## src/rtl/cpu_pkg.sv

```systemverilog
// rtl/cpu_pkg.sv - shared encodings and defaults for the pipeline hazard controller
//
// Purpose:
//   Holds the constants and types used by pipe_hazard_ctrl and hazard_scoreboard:
//   - the default register-index width
//   - the PC source select encoding
//   - the redirect FSM state encoding
//   - the scoreboard depth
// Ports: none (package).

package cpu_pkg;

  // Default width of a register index (64 architectural registers).
  localparam int REG_W_DEF = 6;

  // Number of in-flight producer stages tracked: EX, MEM, WB.
  localparam int SB_DEPTH = 3;

  // Next-PC source select driven to the fetch stage.
  typedef enum logic [1:0] {
    PC_SRC_PLUS1  = 2'b00,  // sequential pc+1
    PC_SRC_PLUS_Y = 2'b01,  // pc-relative branch target
    PC_SRC_XRS    = 2'b10,  // register-indirect jump target
    PC_SRC_MEM    = 2'b11   // jump target loaded from memory
  } pc_src_e;

  // Redirect FSM: JMEM_WAIT spends one cycle waiting for the memory-loaded
  // jump target before steering the PC to it.
  typedef enum logic {
    ST_RUN       = 1'b0,
    ST_JMEM_WAIT = 1'b1
  } hz_state_e;

endpackage

```

## src/rtl/hazard_scoreboard.sv

```systemverilog
// rtl/hazard_scoreboard.sv - in-flight destination tracker and RAW comparators
//
// Purpose:
//   Tracks the destination register of each instruction in EX, MEM and WB.
//   It flags a read-after-write hazard when the instruction in ID reads a
//   register that one of those instructions will still write.
//
// Ports:
//   clock       in   sole clock, all state updates on posedge
//   reset       in   synchronous active-high reset, clears every entry
//   id_valid    in   ID holds a real instruction
//   rs_id       in   ID source index A
//   rt_id       in   ID source index B
//   rd_id       in   ID destination index
//   useRs_id    in   ID actually reads rs
//   useRt_id    in   ID actually reads rt
//   load_valid  in   ID instruction is advancing into EX and writes back
//   raw_hazard  out  combinational RAW hazard indication for the ID instruction

module hazard_scoreboard
  import cpu_pkg::*;
#(
  parameter int REG_W = REG_W_DEF
) (
  input  logic             clock,
  input  logic             reset,
  input  logic             id_valid,
  input  logic [REG_W-1:0] rs_id,
  input  logic [REG_W-1:0] rt_id,
  input  logic [REG_W-1:0] rd_id,
  input  logic             useRs_id,
  input  logic             useRt_id,
  input  logic             load_valid,
  output logic             raw_hazard
);

  typedef struct packed {
    logic             valid;
    logic [REG_W-1:0] rd;
  } sb_entry_t;

  // Index 0 = EX, 1 = MEM, 2 = WB.
  sb_entry_t sb [SB_DEPTH];

  // The scoreboard shifts every cycle, stalled or not. A stall or redirect
  // loads a bubble into EX, so older producers keep draining toward WB.
  always_ff @(posedge clock) begin
    if (reset) begin
      for (int i = 0; i < SB_DEPTH; i++) begin
        sb[i] <= '0;
      end
    end else begin
      sb[0].valid <= load_valid;
      sb[0].rd    <= rd_id;
      for (int i = 1; i < SB_DEPTH; i++) begin
        sb[i] <= sb[i-1];
      end
    end
  end

  // Register 0 is hard-wired, so a pending write to it never blocks a reader.
  always_comb begin
    raw_hazard = 1'b0;
    for (int i = 0; i < SB_DEPTH; i++) begin
      if (sb[i].valid && (sb[i].rd != '0)) begin
        if (useRs_id && (rs_id == sb[i].rd)) raw_hazard = 1'b1;
        if (useRt_id && (rt_id == sb[i].rd)) raw_hazard = 1'b1;
      end
    end
    raw_hazard = raw_hazard & id_valid;
  end

endmodule

```

## src/rtl/pipe_hazard_ctrl.sv

```systemverilog
// rtl/pipe_hazard_ctrl.sv - pipeline stall/flush/redirect controller with perf counters
//
// Purpose:
//   Decides each cycle whether the front end advances, stalls on a RAW hazard,
//   or is redirected by a taken branch, a jump, or a memory-indirect jump.
//   Control outputs are combinational from the current state, the scoreboard
//   and the current inputs. It also counts stall cycles and redirect-flush
//   cycles in saturating counters.
//
// Ports:
//   clock          in   sole clock
//   reset          in   synchronous active-high reset
//   id_valid       in   ID holds a real instruction
//   rs_id          in   ID source index A
//   rt_id          in   ID source index B
//   rd_id          in   ID destination index
//   useRs_id       in   ID reads rs
//   useRt_id       in   ID reads rt
//   regWrt_id      in   ID writes rd
//   memRead_id     in   ID is a load
//   branchZero_ex  in   EX branch-if-zero
//   branchNeg_ex   in   EX branch-if-negative
//   jump_ex        in   EX register jump
//   jumpMem_ex     in   EX memory-indirect jump
//   zero_ex        in   EX ALU zero flag
//   neg_ex         in   EX ALU negative flag
//   pc_write       out  PC advance enable
//   ifid_write     out  IF/ID advance enable
//   ifid_flush     out  bubble IF/ID
//   idex_flush     out  bubble ID/EX
//   pc_src         out  next-PC select (pc_src_e)
//   stall_cnt      out  saturating RAW-stall cycle count
//   flush_cnt      out  saturating redirect-flush cycle count

module pipe_hazard_ctrl
  import cpu_pkg::*;
#(
  parameter int REG_W = REG_W_DEF,
  parameter int CNT_W = 16
) (
  input  logic             clock,
  input  logic             reset,
  input  logic             id_valid,
  input  logic [REG_W-1:0] rs_id,
  input  logic [REG_W-1:0] rt_id,
  input  logic [REG_W-1:0] rd_id,
  input  logic             useRs_id,
  input  logic             useRt_id,
  input  logic             regWrt_id,
  input  logic             memRead_id,
  input  logic             branchZero_ex,
  input  logic             branchNeg_ex,
  input  logic             jump_ex,
  input  logic             jumpMem_ex,
  input  logic             zero_ex,
  input  logic             neg_ex,
  output logic             pc_write,
  output logic             ifid_write,
  output logic             ifid_flush,
  output logic             idex_flush,
  output logic [1:0]       pc_src,
  output logic [CNT_W-1:0] stall_cnt,
  output logic [CNT_W-1:0] flush_cnt
);

  hz_state_e state;

  logic taken;
  logic redirect;
  logic raw_hazard;
  logic stall;
  logic sb_load;

  // Load-ness does not matter here: every producer is held off until it
  // leaves WB, so loads and ALU ops look the same.
  logic unused_mem_read;
  assign unused_mem_read = memRead_id;

  assign taken = (branchZero_ex & zero_ex) | (branchNeg_ex & neg_ex) | jump_ex;

  // In JMEM_WAIT the EX-stage inputs belong to squashed instructions. The
  // wait state alone is therefore a redirect and decides the outputs.
  assign redirect = (state == ST_JMEM_WAIT) | jumpMem_ex | taken;

  // A redirect squashes the ID instruction anyway, so its hazard is moot.
  assign stall = raw_hazard & ~redirect;

  // Only an instruction that really advances into EX occupies a slot.
  assign sb_load = id_valid & regWrt_id & ~stall & ~redirect;

  hazard_scoreboard #(
    .REG_W (REG_W)
  ) u_scoreboard (
    .clock      (clock),
    .reset      (reset),
    .id_valid   (id_valid),
    .rs_id      (rs_id),
    .rt_id      (rt_id),
    .rd_id      (rd_id),
    .useRs_id   (useRs_id),
    .useRt_id   (useRt_id),
    .load_valid (sb_load),
    .raw_hazard (raw_hazard)
  );

  // Redirect FSM. Reset abandons a pending memory jump.
  always_ff @(posedge clock) begin
    if (reset) begin
      state <= ST_RUN;
    end else begin
      case (state)
        ST_RUN:       if (jumpMem_ex) state <= ST_JMEM_WAIT;
        ST_JMEM_WAIT: state <= ST_RUN;
        default:      state <= ST_RUN;
      endcase
    end
  end

  // Output decode, highest priority first: reset, memory-jump wait,
  // memory-jump issue, taken branch/jump, RAW stall, normal advance.
  // jumpMem_ex outranks taken because the memory target supersedes any
  // concurrent branch decision.
  always_comb begin
    pc_write   = 1'b1;
    ifid_write = 1'b1;
    ifid_flush = 1'b0;
    idex_flush = 1'b0;
    pc_src     = PC_SRC_PLUS1;
    if (reset) begin
      pc_write   = 1'b0;
      ifid_write = 1'b0;
      ifid_flush = 1'b1;
      idex_flush = 1'b1;
    end else if (state == ST_JMEM_WAIT) begin
      ifid_flush = 1'b1;
      idex_flush = 1'b1;
      pc_src     = PC_SRC_MEM;
    end else if (jumpMem_ex) begin
      // Hold the PC for one cycle while the target is fetched from memory.
      pc_write   = 1'b0;
      ifid_write = 1'b0;
      ifid_flush = 1'b1;
      idex_flush = 1'b1;
    end else if (taken) begin
      ifid_flush = 1'b1;
      idex_flush = 1'b1;
      pc_src     = jump_ex ? PC_SRC_XRS : PC_SRC_PLUS_Y;
    end else if (raw_hazard) begin
      // Freeze PC and IF/ID; inject a bubble into EX.
      pc_write   = 1'b0;
      ifid_write = 1'b0;
      idex_flush = 1'b1;
    end
  end

  // Saturating performance counters. Stall bubbles are counted separately
  // from redirect flushes even though both assert idex_flush.
  always_ff @(posedge clock) begin
    if (reset) begin
      stall_cnt <= '0;
      flush_cnt <= '0;
    end else begin
      if (stall && (stall_cnt != {CNT_W{1'b1}})) begin
        stall_cnt <= stall_cnt + CNT_W'(1);
      end
      if (redirect && (flush_cnt != {CNT_W{1'b1}})) begin
        flush_cnt <= flush_cnt + CNT_W'(1);
      end
    end
  end

endmodule

```

## config.mk

```make
export PLATFORM = sky130hd
export DESIGN_NAME = pipe_hazard_ctrl
export DESIGN_NICKNAME = d
export VERILOG_FILES = /design/src/rtl/cpu_pkg.sv /design/src/rtl/hazard_scoreboard.sv /design/src/rtl/pipe_hazard_ctrl.sv
export SDC_FILE = /design/constraint.sdc
export NUM_CORES = 1
export LEC_CHECK = 0
export ABC_AREA = 1
export ABC_CLOCK_PERIOD_IN_PS = 1790
export CAP_MARGIN = 25
export CORE_UTILIZATION = 46
export CTS_CLUSTER_SIZE = 30
export DETAILED_ROUTE_END_ITERATION = 7
export PLACE_DENSITY = 0.77
export SYNTH_ARGS = -nofsm -noshare
export SYNTH_HDL_FRONTEND = slang
export SYNTH_SLANG_ARGS = --single-unit
```

## constraint.sdc

```tcl
create_clock -name clock -period 1.79 [get_ports clock]
set_input_delay 0.4475 -clock clock [delete_from_list [all_inputs] [get_ports clock]]
set_output_delay 0.4475 -clock clock [all_outputs]
set_load 0.02 [all_outputs]
```

==> impl.org, run 1 <==
** Synthesis
- Of the total synthesized cell area, the portion taken by XOR and XNOR cells is 0.06885.
- Of the total synthesized cell area, the portion taken by full adders, half adders and majority gates is 0.008197.
- Of the total synthesized cell area, the portion taken by AND, OR, NAND and NOR gates is 0.3611.
- After synthesis, the mean cell area works out to around 6.5 sq um.
- Post-synthesis instance area :: just over 0.003 sq mm
- Share of cell area taken by muxes after synthesis :: 0
- Combinational family with the most area after synthesis :: simple AND/OR/NAND/NOR gates
- Share of synthesized area occupied by flip-flops and latches :: 0.3541
- Register bit count reported by yosys :: between 50 and 60
- The synthesized netlist contains 36 unique library cells.
- Synthesis Warnings :: 0
- Synthesis produced a netlist with a net count of just over 500.
- Number of instances in the synthesized netlist :: 470
- Fraction of the mapped netlist area in compound gates :: 0.1033

** Placement
- Routability-driven placement finished with a final weighted congestion of 0.9194.
- Final HPWL DP :: roughly 6200 um
- Placed Cells :: approximately 640
- After detailed placement, the total cell area comes to 0.004129 sq mm.
- Input/output buffers :: 67

** Timing
- Actual transition at the worst max-transition pin :: approximately 0.33 ns
- Timing would allow up to between 0.4 and 0.5 GHz.
- Setup violations remaining at the end of the flow were counted as 21.
- The number of hold violations in the final report was 0.
- In the post-route analysis, the smallest setup slack over all paths is -0.4572 ns.
- The count of final max-slew check failures came to 0.
- Max_slew headroom :: 0.7759
- RSZ-0062 raised after global routing :: true
- Final worst path period need :: approximately 2.2 ns
- Clock skew after layout :: 0.006957 ns
- Hold is met by about 0.42 ns.
- Of the available clock period, the critical path in the final layout requires 1.255.

** Finish
- Cell area after layout :: ~0.0045 sq mm
- Final core area utilization :: 0.7079
- The sequential cells in the finished layout cover a total of between 0.001 and 0.0015 sq mm.
- The finished layout holds 667 standard cells, fillers aside.
- Of the cells placed in the final design, the portion with a size suffix greater than 1 is 0.3271.
- Count of antenna diodes in the layout :: 0
- Compared with the post-synthesis result, the final layout area differs by 48.07%.
- After the last flow step, the layout net total stands at 622.
- Combined area of the multi-input logic cells :: around 0.0018 sq mm
- Filler cell count in the final layout :: 519

** Detailed routing
- For this block, the initial DRC count from the detailed router was 151.
- The final route contains ~3,400 vias.
- Dividing the detail-routed wire length by the instance count gives 13.55 um.
- Met2 routed wirelength :: ~4500 um
- Total length of routed wires :: 9037 um
- For this block, wires on met1 add up to ~3900 um.
- Detailed-routing iteration count for the pre-antenna-repair pass :: 5
- Routed signal wires occupy layers up through met4.
- In the routed design, unresolved DRC markers number 0.
- In the detailed route, the total length drawn on met3 is between 400 and 500 um.
- Once detail routing completed, the nets flagged for antenna violations numbered 0.
- Dividing the detail-routed via count by the number of cells gives roughly 5.0.

** Worst setup path
- At the worst endpoint, the required time is about 1.3 ns.
- WS Path Type :: in2out
- Of all nets on the critical path, the largest fanout is 4.
- Critical Path Start Type :: input pin
- At the worst endpoint, the arrival time is roughly 1.8 ns.
- Flop2flop setup slack :: -0.33 ns
- Crit end category :: primary output

** Run
- Across the run, the number of max-cap violations was 0.

** CTS
- Clock latency on the worst-skew pair :: 0.31 ns
- Number of buffers created by CTS :: 5
- TritonCTS sink count :: 54
- Clock tree synthesis selected as its root buffer the cell sky130_fd_sc_hd__clkbuf_8.
- Clock-pin transition on the worst setup and hold timing paths :: about 0.1 ns
- TritonCTS built the clock tree.
- Counting along the longest clock path gives a buffer depth of 2.
- For this design, the CTS-stage hold fixing added 0 buffers.
- The H-tree generated during clock tree synthesis spans 2 levels.

** Outcome
- The run finished, with violations left.
- The checks that failed: setup timing.

** Floorplan
- Ports :: between 60 and 70
- Row Count :: 29
- Area of the die :: approximately 0.007 sq mm
- CORE AREA :: between 0.006 and 0.007 sq mm
- From bottom edge to top edge, the die measures 83.47 um.
- For this configuration, the core starts out at a cell density of 0.4781.
- DIE WIDTH :: 83.47 um

** Worst hold path
- Class of the most critical hold timing path :: reg2reg

** Global route
- The number of global-route vias before repair came to between 3,000 and 4,000.
- Global router's overall resource usage :: 0.2524
- Number of antenna violations at the first check in global routing :: 0
- Entering global routing, the biggest net connects 29 pins.
- Global routing finished with a remaining overflow of 0.
- Wire length of the first global-routing pass :: roughly 14,000 um

** Pwr
- Pwr/cell area :: 527.0 mW/mm^2
- VDD sags by at most around 0.33 mV.
- Total leakage power :: 0.002178 uW
-- worst max-delay path: stages --
cell                              delay (ns)
sky130_fd_sc_hd__clkdlybuf4s15_2        0.22
sky130_fd_sc_hd__inv_1                  0.09
sky130_fd_sc_hd__nand2_1                0.09
sky130_fd_sc_hd__nand4_1                0.14
sky130_fd_sc_hd__nor2_1                 0.05
sky130_fd_sc_hd__nand2_1                0.06
sky130_fd_sc_hd__nand2_1                0.05
sky130_fd_sc_hd__nand2_1                0.06
sky130_fd_sc_hd__nand3_2                0.11
sky130_fd_sc_hd__nand3_2                0.09
sky130_fd_sc_hd__nand2_2                0.06
sky130_fd_sc_hd__a21oi_4                0.19
sky130_fd_sc_hd__buf_6                  0.15
-- cell usage after synthesis, drive strengths merged --
cell type / instances / area (sq um)
a21oi: 32 / 197.7
a22o: 1 / 8.760
a31oi: 2 / 12.51
buf: 4 / 33.78
clkbuf: 5 / 18.77
clkinv: 3 / 11.26
dfxtp: 54 / 1081
ha: 2 / 25.02
inv: 68 / 255.2
nand2: 149 / 564.3
nand3: 22 / 120.1
nand3b: 2 / 15.01
nand4: 9 / 62.56
nor2: 59 / 236.5
nor3: 11 / 71.32
nor3b: 1 / 7.510
nor4: 2 / 12.51
o211ai: 1 / 7.510
o21a: 1 / 7.510
o21ai: 15 / 75.07
o22ai: 1 / 6.260
or2: 2 / 12.52
xnor2: 9 / 78.83
xor2: 15 / 131.4
-- where the power goes --
group          switching, uW  internal, uW
clock network            409           312
registers               27.0          1230
logic                    219           189
-- layout by cell type, fill, tap and decap left out, types with 3 or more instances in the layout --
cell type | Yosys | routed
sky130_fd_sc_hd__dfxtp_4 | 0 | 4
sky130_fd_sc_hd__o21ai_0 | 13 | 9
sky130_fd_sc_hd__nand2_2 | 2 | 15
sky130_fd_sc_hd__inv_1 | 50 | 41
sky130_fd_sc_hd__buf_6 | 2 | 9
sky130_fd_sc_hd__buf_2 | 0 | 7
sky130_fd_sc_hd__nor3_1 | 9 | 6
sky130_fd_sc_hd__nand2_1 | 147 | 132
sky130_fd_sc_hd__a21oi_1 | 22 | 19
sky130_fd_sc_hd__nor2_1 | 57 | 49
sky130_fd_sc_hd__dfxtp_2 | 0 | 16
sky130_fd_sc_hd__clkbuf_8 | 0 | 6
sky130_fd_sc_hd__inv_2 | 18 | 23
sky130_fd_sc_hd__dlygate4sd2_1 | 0 | 23
sky130_fd_sc_hd__xor2_1 | 15 | 13
sky130_fd_sc_hd__dlymetal6s2s_1 | 0 | 9
sky130_fd_sc_hd__clkdlybuf4s50_1 | 0 | 12
sky130_fd_sc_hd__nor3_2 | 1 | 3
sky130_fd_sc_hd__nand3_1 | 20 | 14
sky130_fd_sc_hd__a21oi_2 | 10 | 12
sky130_fd_sc_hd__nor2_4 | 2 | 3
sky130_fd_sc_hd__o21ai_1 | 2 | 6
sky130_fd_sc_hd__dfxtp_1 | 54 | 34
sky130_fd_sc_hd__nand3_2 | 2 | 6
sky130_fd_sc_hd__buf_4 | 1 | 48
sky130_fd_sc_hd__nor2_2 | 0 | 7
sky130_fd_sc_hd__clkbuf_2 | 0 | 6
sky130_fd_sc_hd__xnor2_1 | 9 | 8
sky130_fd_sc_hd__nand4_1 | 8 | 8
sky130_fd_sc_hd__clkdlybuf4s15_2 | 0 | 5
-- cell families after synthesis --
| kind of cell | after synthesis |
|---|---|
| DFF | 54 |
| and+or+nand+nor | 257 |
| AOI/OAI and AO/OA | 53 |
| buffers and inverters | 80 |
| xor gates and xnor gates | 24 |
| adders and majority gates | 2 |
-- path summary, 6_finish.rpt --
check,startpoint,to,cells past startpoint
max,rt_id[4],pc_write,13
min,u_scoreboard.sb[0][13]$_SDFF_PP0_,u_scoreboard.sb[0][20]$_SDFF_PP0_,2
max reg2reg,u_scoreboard.sb[0][4]$_SDFF_PP0_,u_scoreboard.sb[0][6]$_SDFF_PP0_,17
min reg2reg,u_scoreboard.sb[0][13]$_SDFF_PP0_,u_scoreboard.sb[0][20]$_SDFF_PP0_,2
-- sequential cells by signal, summed over array words and instances, names as in the netlist --
register,cells
u_scoreboard.sb,21
stall_cnt,16
state,1
flush_cnt,16
-- per-stage QoR --
step	worst slack, ns	total power, uW	setup TNS (ns)
after global placement	-1.196	1647	-21.41
after global routing	-0.5638	2492	-6.730
after CTS	-0.3689	2365	-3.121
final	-0.4572	2382	-4.578
after floorplan	-0.1422	1454	-0.2155
after detailed placement	-1.219	1652	-22.35
-- metal layers --
metal / GRT usage / up-vias
li1: - / 1699
met1: 0.3189 / 1551
met2: 0.4471 / 97
met3: 0.04847 / 12
met4: 0.05393 / 0
met5: 0 / -
-- final cells by class --
cell class,instances,area share
multi-input cells,336,0.4069
flip-flops and latches,54,0.2469
repair buffers,121,0.2350
inverters,71,0.06892
well taps,77,0.02131
clock buffers,6,0.01827
clock inverters,2,0.002768
-- timing repair --
action | in CTS | in global routing
gates cloned | 0 | 1
buffers inserted | 10 | 5
pin swaps | 26 | 18
endpoints found under the setup margin | 57 | 46
resized for setup | 132 | 67
Power figures use the tool's default switching activity.
==> run 2, diff against run 1 <==
--- a/config.mk
+++ b/config.mk
@@ -6,12 +6,12 @@
 export NUM_CORES = 1
 export LEC_CHECK = 0
 export ABC_AREA = 1
-export ABC_CLOCK_PERIOD_IN_PS = 1790
+export ABC_CLOCK_PERIOD_IN_PS = 2800
 export CAP_MARGIN = 25
-export CORE_UTILIZATION = 46
+export CORE_UTILIZATION = 54
 export CTS_CLUSTER_SIZE = 30
 export DETAILED_ROUTE_END_ITERATION = 7
-export PLACE_DENSITY = 0.77
+export PLACE_DENSITY = 0.85
 export SYNTH_ARGS = -nofsm -noshare
 export SYNTH_HDL_FRONTEND = slang
 export SYNTH_SLANG_ARGS = --single-unit
==> constraint.sdc (replaced) <==
create_clock -name clock -period 2.8 [get_ports clock]
set_input_delay 0.7 -clock clock [delete_from_list [all_inputs] [get_ports clock]]
set_output_delay 0.7 -clock clock [all_outputs]
set_load 0.02 [all_outputs]
==> run 2 against run 1 <==
  * Critical path type unchanged
  * First-iteration DRC count up 48%
  * Sequential power decreased by 36%
  * Non-clock buffer count is 41 lower
  * Final cell count fell by 6.9%
  * The flow now finishes without violations
  * Die area is 14% lower
==> impl.org, run 2 (same netlist as run 1, synthesis figures left out) <==
** Outcome
- The run finished with clean final reports.

** Pwr
- Of the total power, registers draw 0.549.
- Switching pwr :: between 300 and 400 uW
- Total leakage power :: 0.001633 uW
- Across the VDD grid, the largest voltage drop is 0.3390 mV.
- Portion of total power attributed to combinational logic :: 0.140
- Internal power comes to ~1100 uW.
- The share of total power dissipated in the clock network is 0.312.
- Overall power of the completed layout :: ~1500 uW
- Pwr/cell area :: 374.2 mW/mm^2
- Of the total power, the share spent switching nets is 0.2655.

** Worst setup path
- WS Path Type :: in2out
- Critical Path Start Type :: input pin
- On the worst path, the slowest cell contributes a delay of 0.41 ns.
- Crit end category :: primary output
- STA puts the critical path data required time at 2.10 ns.
- The critical path contains buffers and inverters numbering 3 combined.
- Measured in cells, the most critical reg-to-reg path has a length of 10.
- Startpoint of the most critical setup path :: branchZero_ex
- Top delay family on crit path :: buffers and inverters
- Critical path fanouts, max :: 4
- Worst reg2reg path startpoint :: stall_cnt[0]$_SDFFE_PP0P_
- Critical path's slowest cell :: sky130_fd_sc_hd__clkdlybuf4s50_1
- In this run the register-to-register setup slack is 0.81 ns.
- Data on the critical path arrives at its endpoint at about 2 ns.
- Critical register-to-register path endpoint :: stall_cnt[0]$_SDFFE_PP0P_
- List of cells traversed by the critical path :: clkdlybuf4s50_1 -> a22o_1 -> nor2_2 -> nand3_2 -> inv_2 -> nand3_1 -> clkbuf_4

** Detailed routing
- Via Count :: 3,164
- Routed Antenna Nets :: 0
- Dividing the detail-routed wire length by the instance count gives about 13 um.
- Detailed-routing iteration count for the pre-antenna-repair pass :: 6
- DRC violation count after routing :: 0
- After detailed routing, the total wire length is ~8000 um.
- After detailed routing, the number of vias per cell comes to roughly 5.
- Detailed Route Iter0 Violations :: 223

** Finish
- More flip-flops sit in one register than any other, and that register is u_scoreboard.sb.
- Count of antenna diodes in the layout :: 0
- The library cell used most frequently in the layout, excluding fill and tap cells, is sky130_fd_sc_hd__nand2_1.
- The register with the most flip-flops in the layout has 21 of them.
- The largest registers in the layout are u_scoreboard.sb (21), flush_cnt (16), stall_cnt (16).
- In the layout the commonest cells are sky130_fd_sc_hd__nand2_1 (147), sky130_fd_sc_hd__nor2_1 (55), sky130_fd_sc_hd__dfxtp_1 (54).
- Excluding fillers, the count of instances in the completed layout stands at ~620.
- In the final layout, the share of cells above drive strength 1 is 0.1548.
- The net count of the finished layout is between 500 and 600.
- P&R area growth vs syn :: 27.66%
- At the end of the flow the core is filled with cells to 0.7122.

** Global route
- Number of global-route vias before repair :: between 2,000 and 3,000
- For this run, global-route usage on met2 was measured as 0.4504.
- Global router's overall resource usage :: 0.2704
- The initial antenna violation count came to 0.
- In this run the most used layer during global routing was met2.
- In the global route stage, met1 resource usage came out at 0.3524.
- Wire length of the first global-routing pass :: ~13,000 um
- Met3 routing resource usage after global routing :: 0.04286
- Overflow left after global routing :: 0
- Largest net degree at the start of global routing :: 30

** Worst hold path
- The worst hold path was traced through 2 stages.
- The worst hold path begins at u_scoreboard.sb[0][6]$_SDFF_PP0_.
- Class of the most critical hold timing path :: reg2reg
- For hold timing, the worst endpoint is u_scoreboard.sb[0][13]$_SDFF_PP0_.

** CTS
- TritonCTS clock tree :: built
- H-Tree Depth :: 2
- Counting the buffers created by CTS gives 5.
- Number of buffers inserted by hold repair at cts :: 0
- CTS max path bufs :: 2
- Clock tree root driver cell :: sky130_fd_sc_hd__clkbuf_8
- The clock reaches the later pin of the worst-skew pair after roughly 0.31 ns.
- The clock net in this run drives a total of 54 sinks.
- Clock-pin transition on the worst setup and hold timing paths :: ~0.10 ns

** Floorplan
- Initial standard-cell utilization of the core :: 0.5578
- Ports :: between 60 and 70
- Vert. Die Dim :: 77.19 um
- The die covers 0.005958 sq mm.
- In this run the core area contains 27 standard-cell rows.
- Measured along the x axis, the die boundary spans between 70 and 80 um.
- CORE AREA :: approximately 0.0055 sq mm

** Timing
- At the pin with the least slew margin, the transition time is roughly 0.4 ns.
- The count of final max-slew check failures is 0.
- Headroom to the max-slew limit came out at 0.7228.
- Final sum of negative setup slack :: 0 ns
- Number of failing hold endpoints at the final stage :: 0
- Across the routed clock network, the largest skew measured is about 0.0085 ns.
- Final worst path period need :: 2.761 ns
- Static timing analysis puts the maximum clock frequency at between 0.3 and 0.4 GHz.
- RSZ-0062 raised after global routing :: true
- In the finished design, the share of the clock period the worst path needs comes to 0.9860.
- Count of endpoints failing setup in the final report :: 0

** Placement
- Placed Cells :: 612
- At the end of routability-driven placement, the weighted congestion stood at 0.9058.
- The wire-length estimate of the detail-placed layout is about 6000 um.
- Input/output buffers :: 67

** Run
- Number of max-capacitance violations reported :: 0
[run 2: cell count changes in the layout (fill, tap and decap cells not counted), moves of 13 or more]
cell / before / now
sky130_fd_sc_hd__dlygate4sd2_1: 23 / 4
sky130_fd_sc_hd__nand2_1: 132 / 147
sky130_fd_sc_hd__dfxtp_2: 16 / 0
sky130_fd_sc_hd__buf_4: 48 / 14
sky130_fd_sc_hd__nand2_2: 15 / 2
sky130_fd_sc_hd__dfxtp_1: 34 / 54
sky130_fd_sc_hd__clkdlybuf4s50_1: 12 / 46
[run 2: layout make-up]
cell class,instances,area [sq um]
clock buffers,7,86.33
clock inverters,1,5.005
fillers,482,1575
inverters,71,266.5
multi-input cells,336,1679
flip-flops and latches,54,1081
well taps,72,90.09
repair buffers,80,689.4
[run 2: routing by layer]
layer / vias to the layer above / routed length, um
li1: 1612 / -
met1: 1433 / 3578
met4: 0 / 125
met3: 12 / 471
met2: 107 / 3785
met5: - / 0
[run 2: worst max-delay path by stage]
stage,endpoint,slack (ns),cells past startpoint
after floorplan,pc_write,0.12,14
after global placement,ifid_write,-0.66,14
after detailed placement,ifid_write,-0.73,14
after CTS,ifid_flush,0.001,7
after global routing,pc_write,-0.02,13
final,idex_flush,0.04,7
[run 2: timing repair]
item	CTS	global route
buffers inserted	1	0
pin swaps	8	4
setup endpoints to repair	5	4
resized for setup	52	19
endpoints found under the hold margin	0	0
[run 2: power groups by stage]
stage | sequential (uW) | combinational [uW] | clock [uW]
2_1_floorplan | 819 | 103 | 0
3_3_place_gp | 817 | 205 | 0
3_5_place_dp | 818 | 207 | 0
4_1_cts | 800 | 205 | 464
5_1_grt | 803 | 225 | 491
6_report | 800 | 204 | 455
[run 2: worst min-delay path, stage by stage, from the launching register on]
cell	delay [ns]
sky130_fd_sc_hd__dfxtp_1	0.32
sky130_fd_sc_hd__inv_1	0.05
sky130_fd_sc_hd__nor2_1	0.03
[run 2: stage by stage]
step / cell area, sq um / hold WS [ns] / setup slack, ns
2_1_floorplan: 3053 / 0.3975 / 0.1180
3_3_place_gp: 3846 / 0.4073 / -0.6552
3_5_place_dp: 3846 / 0.4159 / -0.7347
4_1_cts: 3955 / 0.4271 / 0.001199
5_1_grt: 3897 / 0.4474 / -0.02194
6_report: 3897 / 0.4248 / 0.03919
==> run 3, diff against run 2 <==
--- a/config.mk
+++ b/config.mk
@@ -8,10 +8,12 @@
 export ABC_AREA = 1
 export ABC_CLOCK_PERIOD_IN_PS = 2800
 export CAP_MARGIN = 25
-export CORE_UTILIZATION = 54
-export CTS_CLUSTER_SIZE = 30
+export CORE_UTILIZATION = 55
+export CTS_CLUSTER_SIZE = 14
 export DETAILED_ROUTE_END_ITERATION = 7
 export PLACE_DENSITY = 0.85
+export SLEW_MARGIN = 20
 export SYNTH_ARGS = -nofsm -noshare
 export SYNTH_HDL_FRONTEND = slang
+export SYNTH_HIERARCHICAL = 1
 export SYNTH_SLANG_ARGS = --single-unit
==> run 3 against run 2 <==
  * Combinational power is 17% higher
  * Design area is 11% higher
  * Clock skew is 0.0016 ns higher
  * Global-route usage is 3.9 points higher
  * Power is 8.7% higher
  * Critical endpoint is now pc_src[0]
==> impl.org, run 3 <==
** Worst setup path
- CP required :: 2.10 ns
- Flop2flop setup slack :: about 0.57 ns
- STA classifies the critical path startpoint as an input pin.
- Critical path fanouts, max :: 3
- Arrival time of data at the critical path endpoint :: approximately 2.0 ns
- The worst setup path is captured at a primary output.
- WS Path Type :: in2out
- The most critical setup path has its startpoint at branchZero_ex.
- Worst reg2reg path startpoint :: u_scoreboard/sb[0][19]$_SDFF_PP0_

** Finish
- Cell area after layout :: ~0.0043 sq mm
- Nets :: a little under 700
- Top flop regs :: u_scoreboard/sb (21), flush_cnt (16), stall_cnt (16)
- 0 antenna diodes ended up in the layout.
- Of the cells placed in the final design, the portion with a size suffix greater than 1 is 0.1638.
- Leaving out fill and tap cells, the most frequent cell in the layout is sky130_fd_sc_hd__nand2_1.
- Commonest cells after routing, fill and taps aside :: sky130_fd_sc_hd__nand2_1 (169), sky130_fd_sc_hd__nor2_1 (101), sky130_fd_sc_hd__inv_1 (63)
- Largest register FFs :: 21
- Filler cell count in the final layout :: ~450
- The area growth from synthesis to layout is 30.66%.
- More flip-flops sit in one register than any other, and that register is u_scoreboard/sb.

** Detailed routing
- Via Count :: between 3,000 and 4,000
- Detailed-routing iteration count for the pre-antenna-repair pass :: 7
- Using the TritonRoute via totals, the vias-per-cell ratio works out to approximately 5.3.
- After detailed routing, the number of remaining DRC violations is 0.
- WL per Instance :: about 13 um
- For this block, the initial DRC count from the detailed router was about 330.
- After detailed routing, the total wire length is between 9000 and 10,000 um.
- Routed Antenna Nets :: 0

** CTS
- Number of buffers created by CTS :: 5
- TritonCTS clock tree :: built
- Clock latency on the worst-skew pair, taken at its later pin, is 0.32 ns.
- The longest clock path from root to sink contains 2 buffers.
- Clock tree root driver cell :: sky130_fd_sc_hd__clkbuf_8
- Number of buffers inserted to repair setup after CTS :: 0
- The number of hold buffers added after CTS was 0.
- H-Tree Depth :: 2
- After clock tree synthesis, the clock-pin slew on the worst setup and hold paths is about 0.1 ns.
- TritonCTS sink count :: 54

** Placement
- Summed over all nets, the half-perimeter wirelength after detailed placement is a little over 7000 um.
- At the end of routability-driven placement, the weighted congestion stood at 0.9849.
- Placed instance area :: 0.004192 sq mm
- Input/output buffers :: 67
- Timing analysis after detailed placement gives a worst setup slack of -0.8602 ns.

** Synthesis
- Cell types with the highest counts after synthesis :: sky130_fd_sc_hd__nand2_1 (175), sky130_fd_sc_hd__nor2_1 (102), sky130_fd_sc_hd__inv_1 (71)
- Library cells used by synthesis :: 29
- By area the synthesized netlist is led by sky130_fd_sc_hd__dfxtp_1 (33%), sky130_fd_sc_hd__nand2_1 (20%), sky130_fd_sc_hd__nor2_1 (12%), sky130_fd_sc_hd__inv_1 (8.1%), sky130_fd_sc_hd__nand3_1 (4.8%).
- Yosys mapped a number of flops with a built-in enable equal to 0.
- For this run, asynchronously set or reset flops after synthesis account for 0.
- Among all flip-flop cells after synthesis, the most frequent one is sky130_fd_sc_hd__dfxtp_1.
- Average instance area after synthesis :: approximately 6 sq um
- Share of synthesized area occupied by flip-flops and latches :: 0.3270
- Register bit count reported by yosys :: 54
- The cell area that synthesis handed to floorplanning was about 0.0033 sq mm.
- The share of synthesized area in the top cell type comes to 0.3270.
- Total nets after synthesis :: between 500 and 600
- Synthesis handed over a netlist of roughly 550 instances.
- Most numerous cell in the Yosys netlist :: sky130_fd_sc_hd__nand2_1
- Most area-hungry cell type in the Yosys netlist :: sky130_fd_sc_hd__dfxtp_1
- Synthesis Warnings :: 6

** Pwr
- Overall power of the completed layout :: 1586 uW
- Pwr/cell area :: 367.2 mW/mm^2
- Total leakage power :: approximately 0.0019 uW
- IR analysis of the VDD net gives a maximum drop of 0.4736 mV.

** Timing
- The worst pin sits at a relative slew slack of 0.7866.
- Setup violations remaining at the end of the flow were counted as 0.
- Maximum clock rate :: approximately 0.37 GHz
- Actual transition at the worst max-transition pin :: between 0.3 and 0.4 ns
- Fin worst setup slack :: 0.1002 ns
- Final clock period utilization by the worst path :: 0.9642
- Clock skew after layout :: about 0.01 ns
- Summed over all failing endpoints, the final setup total negative slack is 0 ns.
- The number of hold violations in the final report is 0.
- Final worst path period need :: between 2 and 3 ns
- Max Transition Viols Final :: 0

** Global route
- Number of antenna violations at the first check in global routing :: 0
- Global routing finished with a remaining overflow of 0.
- Global router's overall resource usage :: 0.3091
- Wire length of the first global-routing pass :: 15,380 um
- Largest net degree at the start of global routing :: 27
- Number of global-route vias before repair :: about 3,500

** Worst hold path
- Worst min-delay path startpoint :: u_scoreboard/sb[0][6]$_SDFF_PP0_
- The path class of the tightest hold or removal check is reg2reg.

** Floorplan
- After floorplanning, the core was sized to cover roughly 0.0056 sq mm.
- Row Count :: 27
- Vert. Die Dim :: 79.53 um
- The floorplan step defined a die boundary enclosing 0.006324 sq mm.
- Ports :: 69
- DIE WIDTH :: 79.53 um
- For this configuration, the core starts out at a cell density of 0.5859.

** Outcome
- Result of the run :: finished clean

** Run
- The tool flagged a number of max-cap violations equal to 0.
[run 3: changes by cell type in the layout (fill, tap and decap cells not counted), moves of 6 or more]
cell                      change
sky130_fd_sc_hd__inv_1       +16
sky130_fd_sc_hd__inv_2        -7
sky130_fd_sc_hd__nand2_1     +22
sky130_fd_sc_hd__nand3_1     +13
sky130_fd_sc_hd__nand2_2     +12
sky130_fd_sc_hd__a21oi_2     -10
sky130_fd_sc_hd__buf_4       +11
sky130_fd_sc_hd__xor2_1       -6
sky130_fd_sc_hd__nor2_1      +46
sky130_fd_sc_hd__nor2_2       +9
sky130_fd_sc_hd__nor3_1       -6
[run 3: cells by family (layout without fill, tap and decap cells)]
family	count (synthesis)	after routing	share of synthesized area
AND/OR/NAND/NOR	350	350	0.4553
buffers and inverters	87	177	0.1030
flip-flops	54	54	0.3270
AO/OA/AOI/OAI	44	44	0.07003
XOR/XNOR	14	14	0.03709
adder cells (fa/ha/maj)	2	2	0.007569
[run 3: cell type report]
type,instances,area [sq um],area share
Clock buffer,5,68.82,0.01593
Tap cell,72,90.09,0.02086
Sequential cell,54,1082,0.2506
Clock inverter,3,47.55,0.01101
Inverter,80,305.3,0.07068
Timing Repair Buffer,89,784.5,0.1816
Multi-Input combinational cell,410,1941,0.4493
[run 3: power by group]
| part | internal [uW] | switching, uW | leakage, uW |
|---|---|---|---|
| Combinational | 105 | 133 | 0.00143 |
| Sequential | 784 | 21.2 | 0.000439 |
| Clock | 271 | 271 | 0.0000587 |
| Total | 1160 | 425 | 0.00193 |
[run 3: per-stage QoR]
step	util	hold WS, ns	cells
global placement	0.7430	0.4123	705
finish	0.7656	0.4298	713
floorplan	-	0.3995	551
CTS	0.7645	0.4339	713
global route	0.7656	0.4631	713
detailed placement	0.7430	0.4193	705
[run 3: path summary, 6_finish.rpt]
kind,end,depth (start not counted)
min,u_scoreboard/sb[0][13]$_SDFF_PP0_,2
max,pc_src[0],6
max reg2reg,stall_cnt[4]$_SDFFE_PP0P_,17
min reg2reg,u_scoreboard/sb[0][13]$_SDFF_PP0_,2
[run 3: metal layers]
metal,global-route usage,share of wire,routed length [um]
met5,0,0,0
met3,0.04571,0.071,657
met4,0.1018,0.021,191
met1,0.4081,0.45,4163
met2,0.5120,0.46,4280
[run 3: critical path, stage by stage]
cell,delay [ns]
sky130_fd_sc_hd__clkdlybuf4s50_1,0.45
sky130_fd_sc_hd__nand2_1,0.14
sky130_fd_sc_hd__nand2_2,0.16
sky130_fd_sc_hd__a31oi_1,0.10
sky130_fd_sc_hd__nor2_1,0.10
sky130_fd_sc_hd__dlygate4sd2_1,0.34
[run 3: what timing repair did]
action,in CTS,in global routing
gates resized for setup,61,40
pin swaps,7,13
setup endpoints to repair,5,5
